File: config.mk
export PLATFORM = sky130hd
export DESIGN_NAME = cfg_shift_regs_flat
export DESIGN_NICKNAME = d
export VERILOG_FILES = /design/src/rtl/cfg_shift_regs_if.sv /design/src/rtl/cfg_shift_regs.sv /design/src/flat_wrapper.sv
export SDC_FILE = /design/constraint.sdc
export NUM_CORES = 1
export LEC_CHECK = 0
export CELL_PAD_IN_SITES_DETAIL_PLACEMENT = 0
export CELL_PAD_IN_SITES_GLOBAL_PLACEMENT = 1
export CORE_UTILIZATION = 41
export DETAILED_ROUTE_END_ITERATION = 6
export PLACE_DENSITY = 0.81
export SETUP_SLACK_MARGIN = 0.3
export SLEW_MARGIN = 10
export SYNTH_ARGS = -nofsm -noshare
export SYNTH_HDL_FRONTEND = slang
export SYNTH_SLANG_ARGS = --single-unit
File: constraint.sdc
create_clock -name CLK -period 2.2 [get_ports CLK]
set_input_delay 0.22 -clock CLK [delete_from_list [all_inputs] [get_ports CLK]]
set_output_delay 0.22 -clock CLK [all_outputs]
set_load 0.01 [all_outputs]
File: src/rtl/cfg_shift_regs_if.sv
// Bus between the upstream configuration FSM and cfg_shift_regs.
// Serial frame controls go in; committed configuration words and status flags come out.
interface cfg_shift_regs_if #(
  parameter int SIZESRSTAT  = 88,
  parameter int SIZESRDYN   = 16,
  parameter int SIZEADDRMUX = 7
);
  logic                   sel_dyn;
  logic                   sel_stat;
  logic                   en_fin;
  logic                   signal_in;
  logic                   err_clr;
  logic [SIZESRDYN-1:0]   dyn_cfg;
  logic [SIZESRSTAT-1:0]  stat_cfg;
  logic [SIZEADDRMUX-1:0] addr_mux;
  logic                   dyn_upd;
  logic                   stat_upd;
  logic                   err_len;
  logic                   err_sel;
  logic                   busy;

  modport master (
    output sel_dyn, sel_stat, en_fin, signal_in, err_clr,
    input  dyn_cfg, stat_cfg, addr_mux, dyn_upd, stat_upd, err_len, err_sel, busy
  );

  modport slave (
    input  sel_dyn, sel_stat, en_fin, signal_in, err_clr,
    output dyn_cfg, stat_cfg, addr_mux, dyn_upd, stat_upd, err_len, err_sel, busy
  );
endinterface

File: src/rtl/cfg_shift_regs.sv
// Serial loader for a dynamic and a static configuration shift register.
// Frames are shifted MSB first and committed only when the bit count matches exactly.
module cfg_shift_regs #(
  parameter int SIZESRSTAT  = 88,
  parameter int SIZESRDYN   = 16,
  parameter int SIZEADDRMUX = 7
) (
  input  logic              CLK,
  input  logic              RST_N,
  cfg_shift_regs_if.slave   bus
);

  localparam int CW = $clog2(SIZESRSTAT + 2);

  typedef enum logic [1:0] {IDLE, SH_DYN, SH_STAT} state_e;

  state_e                  state_q, state_d;
  logic [CW-1:0]           cnt_q, cnt_d;
  logic [SIZESRDYN-1:0]    sr_dyn_q, sr_dyn_d;
  logic [SIZESRSTAT-1:0]   sr_stat_q, sr_stat_d;
  logic [SIZESRDYN-1:0]    dyn_cfg_q, dyn_cfg_d;
  logic [SIZESRSTAT-1:0]   stat_cfg_q, stat_cfg_d;
  logic                    dyn_upd_q, dyn_upd_d;
  logic                    stat_upd_q, stat_upd_d;
  logic                    err_len_q, err_len_d;
  logic                    err_sel_q, err_sel_d;
  logic                    busy_q, busy_d;

  logic                    conflict, dyn_go, stat_go, enter_idle;
  logic [CW-1:0]           cnt_lim, cnt_inc;

  assign conflict = bus.sel_dyn & bus.sel_stat;
  assign dyn_go   = bus.sel_dyn & ~bus.en_fin & ~bus.sel_stat;
  assign stat_go  = bus.sel_stat & ~bus.sel_dyn;

  // Count stops one past the register size so over-length frames stay detectable.
  assign cnt_lim = (state_q == SH_DYN) ? CW'(SIZESRDYN + 1) : CW'(SIZESRSTAT + 1);
  assign cnt_inc = (cnt_q >= cnt_lim) ? cnt_q : cnt_q + 1'b1;

  always_comb begin
    state_d    = state_q;
    cnt_d      = cnt_q;
    sr_dyn_d   = sr_dyn_q;
    sr_stat_d  = sr_stat_q;
    dyn_cfg_d  = dyn_cfg_q;
    stat_cfg_d = stat_cfg_q;
    dyn_upd_d  = 1'b0;
    stat_upd_d = 1'b0;
    err_len_d  = err_len_q & ~bus.err_clr;
    err_sel_d  = err_sel_q & ~bus.err_clr;
    enter_idle = 1'b0;

    if (conflict) begin
      state_d   = IDLE;
      cnt_d     = '0;
      err_sel_d = 1'b1;
    end else begin
      unique case (state_q)
        SH_DYN: begin
          if (dyn_go) begin
            sr_dyn_d = {sr_dyn_q[SIZESRDYN-2:0], bus.signal_in};
            cnt_d    = cnt_inc;
          end else begin
            if (cnt_q == CW'(SIZESRDYN)) begin
              dyn_cfg_d = sr_dyn_q;
              dyn_upd_d = 1'b1;
            end else begin
              err_len_d = 1'b1;
            end
            enter_idle = 1'b1;
          end
        end
        SH_STAT: begin
          if (stat_go) begin
            sr_stat_d = {sr_stat_q[SIZESRSTAT-2:0], bus.signal_in};
            cnt_d     = cnt_inc;
          end else begin
            if (cnt_q == CW'(SIZESRSTAT)) begin
              stat_cfg_d = sr_stat_q;
              stat_upd_d = 1'b1;
            end else begin
              err_len_d = 1'b1;
            end
            enter_idle = 1'b1;
          end
        end
        default: enter_idle = 1'b1;
      endcase

      // Exit and entry share one edge so back-to-back frames lose no bit.
      if (enter_idle) begin
        if (dyn_go) begin
          state_d  = SH_DYN;
          sr_dyn_d = {sr_dyn_q[SIZESRDYN-2:0], bus.signal_in};
          cnt_d    = CW'(1);
        end else if (stat_go) begin
          state_d   = SH_STAT;
          sr_stat_d = {sr_stat_q[SIZESRSTAT-2:0], bus.signal_in};
          cnt_d     = CW'(1);
        end else begin
          state_d = IDLE;
          cnt_d   = '0;
        end
      end
    end

    busy_d = (state_d != IDLE);
  end

  always_ff @(posedge CLK or negedge RST_N) begin
    if (!RST_N) begin
      state_q    <= IDLE;
      cnt_q      <= '0;
      sr_dyn_q   <= '0;
      sr_stat_q  <= '0;
      dyn_cfg_q  <= '0;
      stat_cfg_q <= '0;
      dyn_upd_q  <= 1'b0;
      stat_upd_q <= 1'b0;
      err_len_q  <= 1'b0;
      err_sel_q  <= 1'b0;
      busy_q     <= 1'b0;
    end else begin
      state_q    <= state_d;
      cnt_q      <= cnt_d;
      sr_dyn_q   <= sr_dyn_d;
      sr_stat_q  <= sr_stat_d;
      dyn_cfg_q  <= dyn_cfg_d;
      stat_cfg_q <= stat_cfg_d;
      dyn_upd_q  <= dyn_upd_d;
      stat_upd_q <= stat_upd_d;
      err_len_q  <= err_len_d;
      err_sel_q  <= err_sel_d;
      busy_q     <= busy_d;
    end
  end

  assign bus.dyn_cfg  = dyn_cfg_q;
  assign bus.stat_cfg = stat_cfg_q;
  assign bus.addr_mux = stat_cfg_q[SIZEADDRMUX-1:0];
  assign bus.dyn_upd  = dyn_upd_q;
  assign bus.stat_upd = stat_upd_q;
  assign bus.err_len  = err_len_q;
  assign bus.err_sel  = err_sel_q;
  assign bus.busy     = busy_q;

endmodule

File: src/flat_wrapper.sv
// flat-port wrapper written by rule: the top's interface ports become plain ports
module cfg_shift_regs_flat 
#(
  parameter int SIZESRSTAT  = 88,
  parameter int SIZESRDYN   = 16,
  parameter int SIZEADDRMUX = 7
)
  (CLK, RST_N, bus_sel_dyn, bus_sel_stat, bus_en_fin, bus_signal_in, bus_err_clr, bus_dyn_cfg, bus_stat_cfg, bus_addr_mux, bus_dyn_upd, bus_stat_upd, bus_err_len, bus_err_sel, bus_busy);
  cfg_shift_regs_if #(.SIZESRSTAT(SIZESRSTAT), .SIZESRDYN(SIZESRDYN), .SIZEADDRMUX(SIZEADDRMUX)) bus_i ();
  input  logic CLK;
  input  logic RST_N;
  input wire logic [$bits(bus_i.sel_dyn)-1:0] bus_sel_dyn;
  input wire logic [$bits(bus_i.sel_stat)-1:0] bus_sel_stat;
  input wire logic [$bits(bus_i.en_fin)-1:0] bus_en_fin;
  input wire logic [$bits(bus_i.signal_in)-1:0] bus_signal_in;
  input wire logic [$bits(bus_i.err_clr)-1:0] bus_err_clr;
  output wire logic [$bits(bus_i.dyn_cfg)-1:0] bus_dyn_cfg;
  output wire logic [$bits(bus_i.stat_cfg)-1:0] bus_stat_cfg;
  output wire logic [$bits(bus_i.addr_mux)-1:0] bus_addr_mux;
  output wire logic [$bits(bus_i.dyn_upd)-1:0] bus_dyn_upd;
  output wire logic [$bits(bus_i.stat_upd)-1:0] bus_stat_upd;
  output wire logic [$bits(bus_i.err_len)-1:0] bus_err_len;
  output wire logic [$bits(bus_i.err_sel)-1:0] bus_err_sel;
  output wire logic [$bits(bus_i.busy)-1:0] bus_busy;
  assign bus_i.sel_dyn = bus_sel_dyn;
  assign bus_i.sel_stat = bus_sel_stat;
  assign bus_i.en_fin = bus_en_fin;
  assign bus_i.signal_in = bus_signal_in;
  assign bus_i.err_clr = bus_err_clr;
  assign bus_dyn_cfg = bus_i.dyn_cfg;
  assign bus_stat_cfg = bus_i.stat_cfg;
  assign bus_addr_mux = bus_i.addr_mux;
  assign bus_dyn_upd = bus_i.dyn_upd;
  assign bus_stat_upd = bus_i.stat_upd;
  assign bus_err_len = bus_i.err_len;
  assign bus_err_sel = bus_i.err_sel;
  assign bus_busy = bus_i.busy;
  cfg_shift_regs #(.SIZESRSTAT(SIZESRSTAT), .SIZESRDYN(SIZESRDYN), .SIZEADDRMUX(SIZEADDRMUX)) u_core (.CLK(CLK), .RST_N(RST_N), .bus(bus_i));
endmodule
Word level (Yosys, flattened, before mapping)
Cells that the tools add are included.
{"block": "op_classes", "n_addsub": 1, "mul": 0, "div": 0, "n_lt_le_gt_ge": 1, "eq_ne": 6, "n_shift": 0, "muxes": 41, "bitwise": 13, "reduce_logical": 5}
{"operator": "$mux W88", "n": 5}
{"operator": "$mux W16", "n": 4}
{"operator": "$mux W7", "n": 7}
{"operator": "$mux W1", "n": 18}
{"operator": "$pmux W7 S2", "n": 1}
{"operator": "$mux W2", "n": 4}
{"operator": "$reduce_and A4 Y1", "n": 2}
{"operator": "$add A7 B1 Y7 const B", "n": 1}
{"operator": "$eq A7 B5 Y1 const B", "n": 1}
{"operator": "$eq A7 B7 Y1 const B", "n": 1}
{"operator": "$ge A7 B7 Y1", "n": 1}
{"operator": "$not A1 Y1", "n": 7}
{"operator": "$and A1 B1 Y1", "n": 6}
{"operator": "$ne A4 B1 Y1 const B", "n": 1}
{"operator": "$ne A4 B2 Y1 const B", "n": 1}
{"operator": "$pmux W1 S2", "n": 2}
{"operator": "$reduce_bool A4 Y1", "n": 1}
{"operator": "$reduce_and A3 Y1", "n": 1}
{"operator": "$eq A2 B1 Y1 const B", "n": 1}
{"operator": "$eq A2 B2 Y1 const B", "n": 1}
{"operator": "$reduce_bool A2 Y1", "n": 1}
{"block": "word_totals", "ff_bits": 222, "latch_bits": 0, "ram_bits": 0, "rom_bits": 0, "input_bits": 7, "out_inout_bits": 116, "elab_cells": 78, "memories": 0}

Logic depth before layout (Yosys ltp)
Gate-level depths: netlist (run 1).
{"block": "depth", "depth_word": 9, "ltp_mapped": 9, "mapped_depth_nobuf": 7}

Least setup slack after synthesis (run 1)
Ideal clock, no wire load.
{"block": "synth_path", "path_type": "reg2reg", "from": "register u_core.state_q[0]", "to": "register u_core.sr_stat_q[67]", "arrival_time_ns": 1.927, "path_slack_ns": 0.148, "stages_incl_launch_ff": 9, "n_path_buf": 3, "synth_period_minus_slack_ns": 2.052, "cell_sequence": "dfrtp_1 inv_1 ha_1 clkbuf_1 nor3_1 nor2_1 buf_2 buf_2 mux2_2"}
{"block": "synth_via", "elab_chain_len": 5, "elab_cells_between_ends": 8, "cone_classes": "eq/ne: 2; mux: 6"}
{"element": "from (decl)", "line": "cfg_shift_regs.sv:17", "source": "state_e state_q, state_d;"}
{"element": "from (signal assigned)", "line": "cfg_shift_regs.sv:124", "source": "state_q <= state_d;"}
{"element": "$eq A2 B2 Y1", "line": "cfg_shift_regs.sv:58", "source": "unique case (state_q)"}
{"element": "$mux W88", "line": "cfg_shift_regs.sv:58"}
{"element": "$mux W88", "line": "cfg_shift_regs.sv:96", "source": "end else if (stat_go) begin"}
{"element": "$mux W88", "line": "cfg_shift_regs.sv:92", "source": "if (dyn_go) begin"}
{"element": "$mux W88 (*)", "line": "cfg_shift_regs.sv:91", "source": "if (enter_idle) begin"}
{"element": "to (signal assigned)", "line": "cfg_shift_regs.sv:127", "source": "sr_stat_q <= sr_stat_d;"}
{"element": "to (decl)", "line": "cfg_shift_regs.sv:20", "source": "logic [SIZESRSTAT-1:0] sr_stat_q, sr_stat_d;"}
Mark *: on every way between the ends. The rest lies on a longest branch, timed or not. The select of a mux whose other input is x is not followed.
A chain may end at the register's enable or synchronous reset.

Final worst setup path (run 1)
{"block": "layout_path", "from": "register u_core.cnt_q[0]", "to": "register u_core.stat_cfg_q[86], in the netlist u_core.bus.stat_cfg[86]"}
{"block": "layout_via", "elab_chain_len": 2}
{"element": "from (decl)", "line": "cfg_shift_regs.sv:18", "source": "logic [CW-1:0] cnt_q, cnt_d;"}
{"element": "from (signal assigned)", "line": "cfg_shift_regs.sv:125", "source": "cnt_q <= cnt_d;"}
{"element": "$eq A7 B7 Y1", "line": "cfg_shift_regs.sv:78", "source": "if (cnt_q == CW'(SIZESRSTAT)) begin"}
{"element": "$reduce_and A4 Y1 (no source line)"}
{"element": "to (signal assigned)", "line": "cfg_shift_regs.sv:129", "source": "stat_cfg_q <= stat_cfg_d;"}
{"element": "to (decl)", "line": "cfg_shift_regs.sv:22", "source": "logic [SIZESRSTAT-1:0] stat_cfg_q, stat_cfg_d;"}
No other way between the ends.

==> results of run 1 <==
## flip-flops by register name (all words and copies together) (netlist names)
| name | count |
|---|---|
| u_core.bus.stat_cfg | 88 |
| u_core.sr_stat_q | 88 |
| u_core.bus.dyn_cfg | 16 |
| u_core.sr_dyn_q | 16 |
| u_core.cnt_q | 7 |
| u_core.state_q | 2 |
| u_core.bus.busy | 1 |
| u_core.bus.dyn_upd | 1 |
| u_core.bus.err_len | 1 |
| u_core.bus.err_sel | 1 |
| u_core.bus.stat_upd | 1 |
## logic make-up after synthesis
kind of cell	share of synthesized area, %
flip-flops	63.8
multiplexers	24.9
AND/OR/NAND/NOR	4.55
buffers and inverters	2.87
AO/OA/AOI/OAI	3.03
adder cells (fa/ha/maj)	0.862
## area by class of cell
class	count	share of cell area, %
multi-input combinational	320	27.0
sequential	222	46.2
inverter	9	0.281
timing repair buffer	178	17.1
tap	270	2.81
clock buffer	34	5.81
clock inverter	7	0.748
## layer usage
layer / part of all wire (%) / global-route usage [%] / up-vias
met1: 44 / 21.7 / 2707
li1: - / - / 2396
met5: 0 / 0 / -
met4: 1.3 / 3.87 / 0
met3: 3.9 / 2.87 / 20
met2: 51 / 28.9 / 100
## power by group
group / internal (mW) / total, mW / leakage, nW / switching [mW]
registers: 4.28 / 4.45 / 3.07 / 0.172
clock network: 2.43 / 3.99 / 0.383 / 1.55
logic: 0.688 / 1.27 / 2.19 / 0.578
## through the flow
step / area (um2) / std cells / hold slack (ps) / power (mW) / setup TNS, ps
final: 12000 / 1040 / 239 / 9.71 / 0
after global routing: 12000 / 1040 / 256 / 10.1 / -419
after CTS: 11700 / 1031 / 239 / 9.64 / 0
after detailed placement: 10400 / 965 / 187 / 5.32 / -2420
after global placement: 10400 / 965 / 187 / 5.29 / -840
after floorplan: 8780 / 589 / -75.6 / 4.98 / 0
## worst paths after layout
| path | from | to | slack [ps] | cells past startpoint |
|---|---|---|---|---|
| setup / recovery | u_core.cnt_q[0] | u_core.bus.stat_cfg[86] | 50 | 9 |
| hold / removal | RST_N | u_core.bus.stat_cfg[79] | 240 | 2 |
| setup reg to reg | u_core.cnt_q[0] | u_core.bus.stat_cfg[86] | 50 | 9 |
| hold reg to reg | u_core.bus.stat_cfg[22] | u_core.bus.stat_cfg[22] | 510 | 1 |
| max in group asynchronous | RST_N | u_core.state_q[1] | 1260 | 3 |
| min in group CLK | bus_err_clr | u_core.bus.err_sel | 340 | 2 |
## placed cells by master (no fill, tap or decap), types with 4 or more instances in the layout
cell	n
mux2_2	140
nand2_1	40
inv_1	6
nor2_1	5
clkbuf_16	28
buf_16	6
buf_12	14
buf_6	12
mux2_4	52
clkdlybuf4s50_1	121
dfrtp_1	219
clkbuf_8	4
buf_4	18
clkbuf_1	5
o21ai_0	21
## worst register-to-register path, delay by kind of cell, from the launching register on
| kind | cells | cell delay [ps] |
|---|---|---|
| and+or+nand+nor | 3 | 610 |
| buffers and inverters | 4 | 500 |
| DFF | 1 | 440 |
| muxes | 1 | 350 |
| adders and majority gates | 1 | 130 |
## what timing repair did
item	in CTS	in global routing
pin swaps	12	8
hold buffers	1	0
setup buffers	18	4
gates cloned	6	5
gates resized for setup	36	56
endpoints found under the hold margin	57	0
endpoints found under the setup margin	199	200
==> results.sh, run 1 <==
export IMPL_status="finished clean"
export IMPL_cp_common_cell="buf_12"
export IMPL_critPathTopFamily="simple AND/OR/NAND/NOR gates"
export IMPL_cts_buffers=24
export IMPL_hold_viol_final=0
export IMPL_core_area_um2=20600
export IMPL_synth_area_leaders="dfrtp_1 64%, mux2_2 25%, nand2_1 1.8%"
export IMPL_fmax_mhz=466
export IMPL_std_cell_rows=52
export IMPL_dp_hpwl_mm=10.8
export IMPL_dieArea_um2=21800
export IMPL_ys_ff_latch=222
export IMPL_yosysMostFrequentCell="dfrtp_1"
export IMPL_pwr_density_cell_nw_per_um2=806
export IMPL_synthArstFlopShare_pct=100
export IMPL_cts_num_sinks=222
export IMPL_pre_cts_ws_ps=-155
export IMPL_vias=5223
export IMPL_initial_utilization_pct=42.4
export IMPL_rsz0062_at_grt="true"
export IMPL_routabilityCongestion=0.803
export IMPL_htreeDepth=1
export IMPL_ant_nets=0
export IMPL_synth_enable_flop_cells=0
export IMPL_synth_common_cells="222 x dfrtp_1, 192 x mux2_2, 42 x nand2_1"
export IMPL_n_fill_cell=1606
export IMPL_cp_start_kind="register"
export IMPL_fin_crit_sh_pct=97.6
export IMPL_drv_cap=0
export IMPL_drive_above_1_share_pct=41.0
export IMPL_routed_wl_mm=18.5
export IMPL_grt_start_max_net_pins=62
export IMPL_synth_top_area_share_pct=63.8
export IMPL_grt_pass1_wl_mm=29.2
export IMPL_leakage_nw=5.65
export IMPL_clk_pin_slew_ps=60
export IMPL_path_buf_inv=4
export IMPL_grt_overflow_total=0
export IMPL_clk_latency_ps=510
export IMPL_cp_end_kind="register"
export IMPL_yosys_warnings=0
export IMPL_synth_area_leader_cell="dfrtp_1"
export IMPL_crit_type="reg -> reg"
export IMPL_drc=0
export IMPL_arrival_ps=2530
export IMPL_die_y_um=148
export IMPL_dieWidth_um=148
export IMPL_slowest_delay_ps=440
export IMPL_hold_class="in -> async"
export IMPL_slowest_stage="dfrtp_2"
export IMPL_synth_fp_nets=602
export IMPL_crit_required_ps=2580
export IMPL_synth_area_um2=8710
export IMPL_cts_path_max_buffers=3
export IMPL_min_period_ps=2150
export IMPL_grt_usage_pct=16.6
export IMPL_tightest_slew_ps=465
export IMPL_antenna_found_initial=0
export IMPL_setup_viol=0
export IMPL_diodes=0
export IMPL_routed_via_density=5.02
export IMPL_drt_iter0_markers=157
export IMPL_yosysSeqAreaShare_pct=63.8
export IMPL_slew_headroom_pct=69.0
export IMPL_grt_pass1_vias=5534
export IMPL_syn_instance_count=589
export IMPL_layout_nets=768
export IMPL_port_buffers=122
export IMPL_cts_tree="built"
export IMPL_wire_per_inst_um=17.8
export IMPL_areaGrowthSynthToFinish_pct=38.2
export IMPL_drtPass1Iterations=4
export IMPL_seq_area_um2=5560
export IMPL_ys_types=39
export IMPL_path_cells="inv_2 > ha_1 > and4bb_2 > nand3_4 > nor3b_4 > buf_12 > buf_12 > buf_16 > mux2_2"
export IMPL_fin_ws_ps=52.2
export IMPL_cts_root_buf="clkbuf_16"
export IMPL_avgSynthCellArea_um2=14.8
export IMPL_io_pins=123
export IMPL_final_util_pct=58.6
export IMPL_slew_viol_final=0
export IMPL_clock_skew_ps=8.42
export IMPL_synth_ff_type="dfrtp_1"
export IMPL_cp_max_fo=13
export IMPL_multi_input_area_um2=3250
export IMPL_peakVddDrop_mv=0.368
No activity file was read; power rests on OpenSTA's default activity.
==> run 2: changes to the inputs <==
RECOVER_POWER = 50   (was default)
==> run 2 against run 1 <==
The run now ends with capacitance limit left; die area did not move; count of clock-buffer cells in the layout did not move; hold slack improved by 95 ps; non-clock buffer count did not move; fmax barely moved; critical path depth did not move; utilization fell by 0.16 points; setup slack got worse by 0.91 ps.
==> results.sh, run 2 (synthesis gave the netlist of run 1 again) <==
export IMPL_dp_cells=965
export IMPL_grt_overflow_total=0
export IMPL_pwr_density_cell_nw_per_um2=808
export IMPL_r2r_start="u_core.cnt_q[0]"
export IMPL_initial_utilization_pct=42.4
export IMPL_fmax_mhz=465
export IMPL_dp_hpwl_mm=10.8
export IMPL_routed_via_density=5.04
export IMPL_cp_max_fo=13
export IMPL_routed_wl_mm=18.5
export IMPL_hold_class="in -> reg"
export IMPL_dieArea_um2=21800
export IMPL_holdPathEnd="u_core.sr_dyn_q[0]"
export IMPL_pwr_share_comb_pct=13.0
export IMPL_place_area_um2=10400
export IMPL_min_period_ps=2150
export IMPL_clk_latency_ps=510
export IMPL_core_area_um2=20600
export IMPL_slew_viol_final=0
export IMPL_path_buf_inv=4
export IMPL_crit_type="reg -> reg"
export IMPL_final_cells=1040
export IMPL_n_fill_cell=1612
export IMPL_cp_start_kind="register"
export IMPL_die_y_um=148
export IMPL_r2r_slack_ps=50
export IMPL_crit_required_ps=2580
export IMPL_hold_viol_final=0
export IMPL_drv_cap=1
export IMPL_cts_root_buf="clkbuf_16"
export IMPL_min_path_cells=3
export IMPL_power_total_mw=9.70
export IMPL_r2r_end="u_core.bus.stat_cfg[86]"
export IMPL_p_sw_share_pct=23.7
export IMPL_slew_headroom_pct=0.670
export IMPL_final_cell_area_um2=12000
export IMPL_cp_common_cell="buf_12"
export IMPL_tightest_slew_ps=1490
export IMPL_clkPwrFrac_pct=41.1
export IMPL_htreeDepth=1
export IMPL_seq_power_share_pct=45.9
export IMPL_clock_skew_ps=10.7
export IMPL_cp_end_kind="register"
export IMPL_cts_num_sinks=222
export IMPL_violations="capacitance limit"
export IMPL_io_pins=123
export IMPL_clk_pin_slew_ps=60
export IMPL_final_cell_mix="219 x dfrtp_1, 140 x mux2_2, 121 x clkdlybuf4s50_1, 52 x mux2_4, 40 x nand2_1"
export IMPL_path_cells="inv_2 > ha_1 > and4bb_2 > nand3_4 > nor3b_4 > buf_12 > buf_12 > buf_16 > mux2_2"
export IMPL_grt_usage_pct=16.6
export IMPL_rsz0062_at_grt="true"
export IMPL_wire_per_inst_um=17.8
export IMPL_dieWidth_um=148
export IMPL_fin_crit_sh_pct=97.7
export IMPL_critPathTopFamily="simple AND/OR/NAND/NOR gates"
export IMPL_p_int_mw=7.40
export IMPL_min_delay_start="bus_signal_in"
export IMPL_arrival_ps=2530
export IMPL_slowest_stage="dfrtp_2"
export IMPL_port_buffers=122
export IMPL_layout_nets=768
export IMPL_diodes=0
export IMPL_cts_tree="built"
export IMPL_setup_viol=0
export IMPL_layout_commonest_cell="dfrtp_1"
export IMPL_status="finished with violations"
export IMPL_switchingPower_mw=2.30
export IMPL_leakage_nw=5.63
export IMPL_ant_nets=0
export IMPL_peakVddDrop_mv=0.368
export IMPL_cts_path_max_buffers=3
export IMPL_grt_pass1_vias=5534
export IMPL_rr_worst_depth=9
export IMPL_grt_pass1_wl_mm=29.2
export IMPL_slowest_delay_ps=440
export IMPL_std_cell_rows=52
export IMPL_drive_above_1_share_pct=40.9
export IMPL_drt_iter0_markers=182
export IMPL_drc=0
export IMPL_routabilityCongestion=0.803
export IMPL_areaGrowthSynthToFinish_pct=37.8
export IMPL_grt_start_max_net_pins=62
export IMPL_drtPass1Iterations=4
export IMPL_antenna_found_initial=0
export IMPL_cts_buffers=24
export IMPL_vias=5239
run 2: stage by stage:
| stage | hold WS (ps) | worst slack, ps | setup TNS, ps | util [%] |
|---|---|---|---|---|
| detailed placement | 187 | -155 | -2420 | 50.6 |
| global placement | 187 | -56.0 | -840 | 50.6 |
| floorplan | -75.6 | 233 | 0 | - |
| finish | 334 | 51.3 | 0 | 58.4 |
| global route | 326 | -42.9 | -419 | 58.4 |
| CTS | 239 | 48.9 | 0 | 56.9 |
run 2: tightest hold or removal path: cells and delay by family:
family	cells	cell delay (ps)
buffers and inverters	1	440
AND/OR/NAND/NOR	1	80
AO/OA/AOI/OAI	1	60
run 2: cell type report:
class                   instances  area [um2]  area share [%]
clock inverters                 7        90.1           0.750
well taps                     270         338            2.81
clock buffers                  34         699            5.83
inverters                       9        33.8           0.281
multi-input cells             320        3250            27.1
repair buffers                178        2030            16.9
flip-flops and latches        222        5560            46.3
run 2: worst max-delay path by stage:
stage	start	endpoint	slack, ps	cells past startpoint
final	u_core.cnt_q[0]	u_core.bus.stat_cfg[86]	50	9
after global routing	u_core.cnt_q[0]	u_core.bus.stat_cfg[63]	-40	9
after CTS	u_core.cnt_q[0]	u_core.bus.stat_cfg[63]	50	9
after detailed placement	bus_sel_dyn	u_core.bus.dyn_cfg[3]	-160	5
after global placement	bus_sel_stat	u_core.bus.dyn_cfg[13]	-60	5
after floorplan	u_core.cnt_q[0]	u_core.bus.stat_cfg[77]	230	9
run 2: repair_timing:
action | CTS | global route
hold buffers | 1 | 0
cloned | 6 | 5
setup endpoints to repair | 199 | 200
setup buffers | 18 | 4
pin swaps | 12 | 8
resized for setup | 36 | 56
endpoints found under the hold margin | 57 | 0
run 2: power groups by stage:
stage / registers (mW) / clock network (mW) / logic [mW]
3_5_place_dp: 4.50 / 0 / 0.818
4_1_cts: 4.44 / 4.10 / 1.10
5_1_grt: 4.48 / 4.27 / 1.36
2_1_floorplan: 4.45 / 0 / 0.523
6_report: 4.46 / 3.99 / 1.26
3_3_place_gp: 4.49 / 0 / 0.795
run 2: layer usage:
metal	vias up	wire [um]	GRT usage, %
li1	2396	-	-
met1	2719	8110	21.7
met2	102	9420	28.9
met3	22	746	2.87
met4	0	259	3.87
met5	-	0	0
